`src/rtl/popcount_pkg.sv`:
```
// Shared types and widths for the popcount frame controller.
package popcount_pkg;

    localparam int BYTE_W = 8;
    localparam int POP_W  = 4;

    typedef enum logic [1:0] {
        ST_IDLE  = 2'd0,
        ST_ACCUM = 2'd1,
        ST_DONE  = 2'd2
    } state_t;

endpackage

```
`src/rtl/bit_counter.sv`:
```
// Combinational population count of one byte.
module bit_counter
    import popcount_pkg::*;
(
    input  logic [BYTE_W-1:0] data,
    output logic [POP_W-1:0]  count
);

    always_comb begin
        count = '0;
        for (int i = 0; i < BYTE_W; i++) begin
            count = count + POP_W'(data[i]);
        end
    end

endmodule

```
`src/rtl/popcount_frame_ctrl.sv`:
```
// Accumulates the number of set bits over a frame of up to MAX_LEN bytes.
// Optional per-frame maximum byte count enabled by POPCOUNT_FRAME_STATS_EN.
module popcount_frame_ctrl
    import popcount_pkg::*;
#(
    parameter int MAX_LEN = 16,
    localparam int LEN_W  = $clog2(MAX_LEN + 1),
    localparam int CNT_W  = $clog2(MAX_LEN * 8 + 1)
) (
    input  logic              clk,
    input  logic              rst_n,
    input  logic              start,
    input  logic [LEN_W-1:0]  frame_len,
    input  logic              abort,
    input  logic              in_valid,
    input  logic [BYTE_W-1:0] in_byte,
    output logic              in_ready,
    output logic              busy,
    output logic              done,
`ifdef POPCOUNT_FRAME_STATS_EN
    output logic [POP_W-1:0]  max_ones,
`endif
    output logic [CNT_W-1:0]  total
);

    state_t             state_q;
    state_t             state_d;
    logic [LEN_W-1:0]   remaining_q;
    logic [LEN_W-1:0]   len_clamped;
    logic [CNT_W-1:0]   total_q;
    logic [POP_W-1:0]   byte_pop;
    logic               accept;

    bit_counter u_bit_counter (
        .data  (in_byte),
        .count (byte_pop)
    );

    // Oversized requests are silently truncated to the frame limit.
    assign len_clamped = (frame_len > LEN_W'(MAX_LEN)) ? LEN_W'(MAX_LEN) : frame_len;

    assign in_ready = (state_q == ST_ACCUM) && !abort;
    assign accept   = in_ready && in_valid;
    assign busy     = (state_q != ST_IDLE);
    assign done     = (state_q == ST_DONE);
    assign total    = total_q;

    always_comb begin
        state_d = state_q;
        case (state_q)
            ST_IDLE: begin
                if (start) begin
                    state_d = (frame_len == '0) ? ST_DONE : ST_ACCUM;
                end
            end
            ST_ACCUM: begin
                if (abort) begin
                    state_d = ST_IDLE;
                end else if (accept && (remaining_q == LEN_W'(1))) begin
                    state_d = ST_DONE;
                end
            end
            ST_DONE: begin
                state_d = ST_IDLE;
            end
            default: begin
                state_d = ST_IDLE;
            end
        endcase
    end

    always_ff @(posedge clk or negedge rst_n) begin
        if (!rst_n) begin
            state_q <= ST_IDLE;
        end else begin
            state_q <= state_d;
        end
    end

    always_ff @(posedge clk or negedge rst_n) begin
        if (!rst_n) begin
            remaining_q <= '0;
            total_q     <= '0;
        end else if ((state_q == ST_IDLE) && start) begin
            remaining_q <= len_clamped;
            total_q     <= '0;
        end else if ((state_q == ST_ACCUM) && abort) begin
            remaining_q <= '0;
            total_q     <= '0;
        end else if (accept) begin
            remaining_q <= remaining_q - LEN_W'(1);
            total_q     <= total_q + CNT_W'(byte_pop);
        end
    end

`ifdef POPCOUNT_FRAME_STATS_EN
    logic [POP_W-1:0] max_q;

    always_ff @(posedge clk or negedge rst_n) begin
        if (!rst_n) begin
            max_q <= '0;
        end else if ((state_q == ST_IDLE) && start) begin
            max_q <= '0;
        end else if ((state_q == ST_ACCUM) && abort) begin
            max_q <= '0;
        end else if (accept && (byte_pop > max_q)) begin
            max_q <= byte_pop;
        end
    end

    assign max_ones = max_q;
`endif

endmodule

```
`config.mk`:
```
export PLATFORM = sky130hd
export DESIGN_NAME = popcount_frame_ctrl
export DESIGN_NICKNAME = d
export VERILOG_FILES = /design/src/rtl/popcount_pkg.sv /design/src/rtl/bit_counter.sv /design/src/rtl/popcount_frame_ctrl.sv
export SDC_FILE = /design/constraint.sdc
export NUM_CORES = 1
export LEC_CHECK = 0
export ABC_AREA = 0
export CAP_MARGIN = 20
export CORE_MARGIN = 5
export CORE_UTILIZATION = 55
export CTS_CLUSTER_DIAMETER = 40
export DETAILED_ROUTE_END_ITERATION = 10
export DONT_BUFFER_PORTS = 1
export PLACE_DENSITY = 0.7
export SLEW_MARGIN = 20
export SYNTH_ARGS = -nofsm -noshare
export SYNTH_HDL_FRONTEND = slang
export SYNTH_SLANG_ARGS = --single-unit
```
`constraint.sdc`:
```
create_clock -name clk -period 3.1 [get_ports clk]
set_input_delay 0.775 -clock clk [delete_from_list [all_inputs] [get_ports clk]]
set_output_delay 0.775 -clock clk [all_outputs]
set_load 0.02 [all_outputs]
```
==> impl_metrics.toml <==
[pwr]
fin_total_pwr_uw = 1030
power.leakage_uw = 0.000655
peakVddDrop_v = 0.000513
p_per_area_mw_per_mm2 = 760

[logic_synthesis]
muxShareOfSynthArea_pct = 2.62
mappedNetlistNets = 158
synth_area_leaders = "dfrtp_1, ha_1, fa_1"
synth_top_area_cell = "dfrtp_1"
synthAdderAreaFrac_pct = 18.6
synth.top_cell.area_share_pct = 32.8
synth_cell_types = 35
synth_seq_cells = 15
synth_flop_cell = "dfrtp_1"
ys_warn_count = 0
synth_top_family_by_area = "compound AO/OA/AOI/OAI gates"
async_flop_share_pct = 100
syn_area_per_cell_um2 = 9.10
synth_edf_count = 0
synth_xor_area_share_pct = 2.29
postSynthCellCount = 126
ys_seq_area_share_pct = 32.8
netlist_area_mm2 = 0.00115
synth_compound_area_share_pct = 19.4
synthSimpleGateAreaFrac_pct = 17.5

[global_route]
grt-ovfl-total = 0
grt_pass1_vias = 914
antenna_found_initial = 0
grtUsageTotal_pct = 16.0
grt_max_degree = 16
grt_pass1_wl_um = 4010

[clock_tree]
cts_buffers = 3
cts_max_level = 1
cts_tree = "done"
clock_sinks = 15
clock_latency_ns = 0.29
ctsHoldBuffers = 0
cts-root-buf = "clkbuf_4"
max-clock-path-buffers = 2
path_clk_slew_ns = 0.09

[route]
ant_nets = 0
routed_wirelength_um = 2450
firstDrtPassIters = 4
wl_per_cell_um = 15.1
drtIter0Drc = 20
viasPerCell = 5.88
vias = 953
drcViolationCount = 0

[layout]
area_delta_synth_final_pct = 18.0
diodes = 0
regArea_um2 = 375
drive_gt1_share_pct = 23.7
nets = 168
fin_area_mm2 = 0.00135
fillers = 154
multi_input_area_um2 = 800

[floorplanning]
die_x_um = 55.7
pin_count = 29
fp.dieH_um = 55.7
die-area_mm2 = 0.00310
core_mm2 = 0.00198
rows = 16
start_util_pct = 57.8

[timing]
finalSetupViolCount = 7
finalCritPeriodShare_pct = 117
skew_ns = 0.00392
maxSlewViolCount = 0
maxSlewHeadroom_pct = 58.5
layout_setup_ws_ns = -0.522
period_needed_ns = 3.62
worstMarginPinSlew_ns = 0.622
hold_violations = 0
rsz0062_at_grt = "true"
fmax_mhz = 276

[worst_setup_path]
critPathCaptureType = "register"
rr_worst_depth = 7
crit_chain = "ha_4, inv_2, fa_1, fa_1, fa_2, fa_2, xnor2_2, ha_4, nor2b_4, o21a_1, o2111ai_2, mux2i_1"
r2r-end = "total[6]"
slowest_stage = "fa_1"
critical_path.endpoint = "total[6]"
reg2reg_slack_ns = 1.25
arrival_ns = 3.84
reg2reg_from = "total[0]"
cp_max_fo = 4
slowest_delay_ns = 0.49
startpoint = "in_byte[1]"
crit_required_ns = 3.31
cp-start-kind = "primary input"
crit_type = "in2reg"

[outcome]
failed_checks = "setup timing"
status = "finished with violations"

[placed_design]
portBuffers = 0
dpl_cell_area_mm2 = 0.00124
dp_hpwl_um = 1870
gp_congestion = 0.828

[min_path]
worstHoldPathType = "in2async"

[flow_run]
drv_cap = 0
## critical path, delay by kind of cell
kind / cells / cell delay, ns
fa+ha+maj: 6 / 2.13
compound gates: 2 / 0.37
mux: 1 / 0.22
xor+xnor: 1 / 0.19
simple gates: 1 / 0.12
buf+inv: 1 / 0.03
## registers in the layout, summed over array words and instances (netlist names)
name and flops:
remaining_q 5, state_q 2, total 8
## how the worst min path moves through the flow
stage,slack [ns],startpoint,cells after the start,end
2_1_floorplan,0.48,rst_n,0,remaining_q[0]
3_3_place_gp,0.48,rst_n,0,state_q[0]
3_5_place_dp,0.48,rst_n,0,state_q[1]
4_1_cts,0.15,rst_n,0,remaining_q[2]
5_1_grt,0.13,rst_n,0,remaining_q[2]
6_report,0.17,rst_n,0,total[3]
## cell usage after synthesis, drive strengths merged (2+ instances only)
master / count
o21ai: 7
a21oi: 6
a211oi: 4
fa: 5
nor2: 10
nand3: 4
mux2i: 3
dfrtp: 15
a21o: 3
ha: 9
xnor2: 2
a31oi: 3
nand2: 14
o21a: 3
nor2b: 3
inv: 18
## power by group
group	switching, uW	internal (uW)	leakage [uW]
Sequential	87.6	251	0.000198
Clock	65.7	48.0	0.0000177
Combinational	301	275	0.000439
Total	454	574	0.000655
## kinds of logic after synthesis
| group | after synthesis |
|---|---|
| AND/OR/NAND/NOR | 39 |
| AO/OA/AOI/OAI | 33 |
| buffers and inverters | 19 |
| flip-flops | 15 |
| adder cells (fa/ha/maj) | 14 |
| XOR/XNOR | 3 |
| multiplexers | 3 |
## layout by cell type, fill, tap and decap left out, types with 2 or more instances in the layout
cell	synthesis	routed
a21oi_1	5	4
inv_2	0	2
dfrtp_1	15	15
a21oi_2	1	2
clkbuf_4	0	3
o21a_1	3	3
nor2_1	10	10
fa_2	0	3
buf_4	0	5
o21ai_0	2	2
mux2i_1	3	3
a21o_1	3	3
fa_1	5	2
o21ai_1	5	4
inv_1	18	16
nand3_1	4	4
nor2b_1	3	2
a31oi_1	3	3
nand2_1	14	14
ha_1	9	6
a211oi_2	0	2
ha_4	0	3
xnor2_2	0	2
## timing repair
item,in CTS,in global routing
setup buffers,1,1
gates resized for setup,4,8
endpoints found under the setup margin,7,7
pin swaps,4,4
hold endpoints to repair,0,0
## stage by stage
stage / utilization (%) / hold WS (ns) / setup slack [ns] / TNS [ns] / cells
2_1_floorplan: - / 0.479 / -0.767 / -4.45 / 126
3_3_place_gp: 62.8 / 0.480 / -0.859 / -5.17 / 156
3_5_place_dp: 62.8 / 0.480 / -0.892 / -5.37 / 156
4_1_cts: 65.5 / 0.152 / -0.539 / -2.94 / 161
5_1_grt: 68.2 / 0.133 / -0.618 / -3.53 / 162
6_report: 68.2 / 0.166 / -0.522 / -2.95 / 162
## area by class of cell
| cell class | instances | area share [%] |
|---|---|---|
| multi-input cells | 92 | 59.1 |
| flip-flops and latches | 15 | 27.8 |
| inverters | 18 | 5.00 |
| repair buffers | 6 | 3.61 |
| well taps | 27 | 2.50 |
| clock buffers | 3 | 1.67 |
| clock inverters | 1 | 0.370 |
## per-layer routing
layer	up-vias	part of all wire (%)	routed length (um)	GRT usage [%]
li1	453	-	-	-
met1	467	41	993	20.2
met2	31	51	1250	25.5
met3	2	7.5	184	6.03
met4	0	0.74	18	4.17
met5	-	0	0	0
Power figures use the tool's default switching activity.
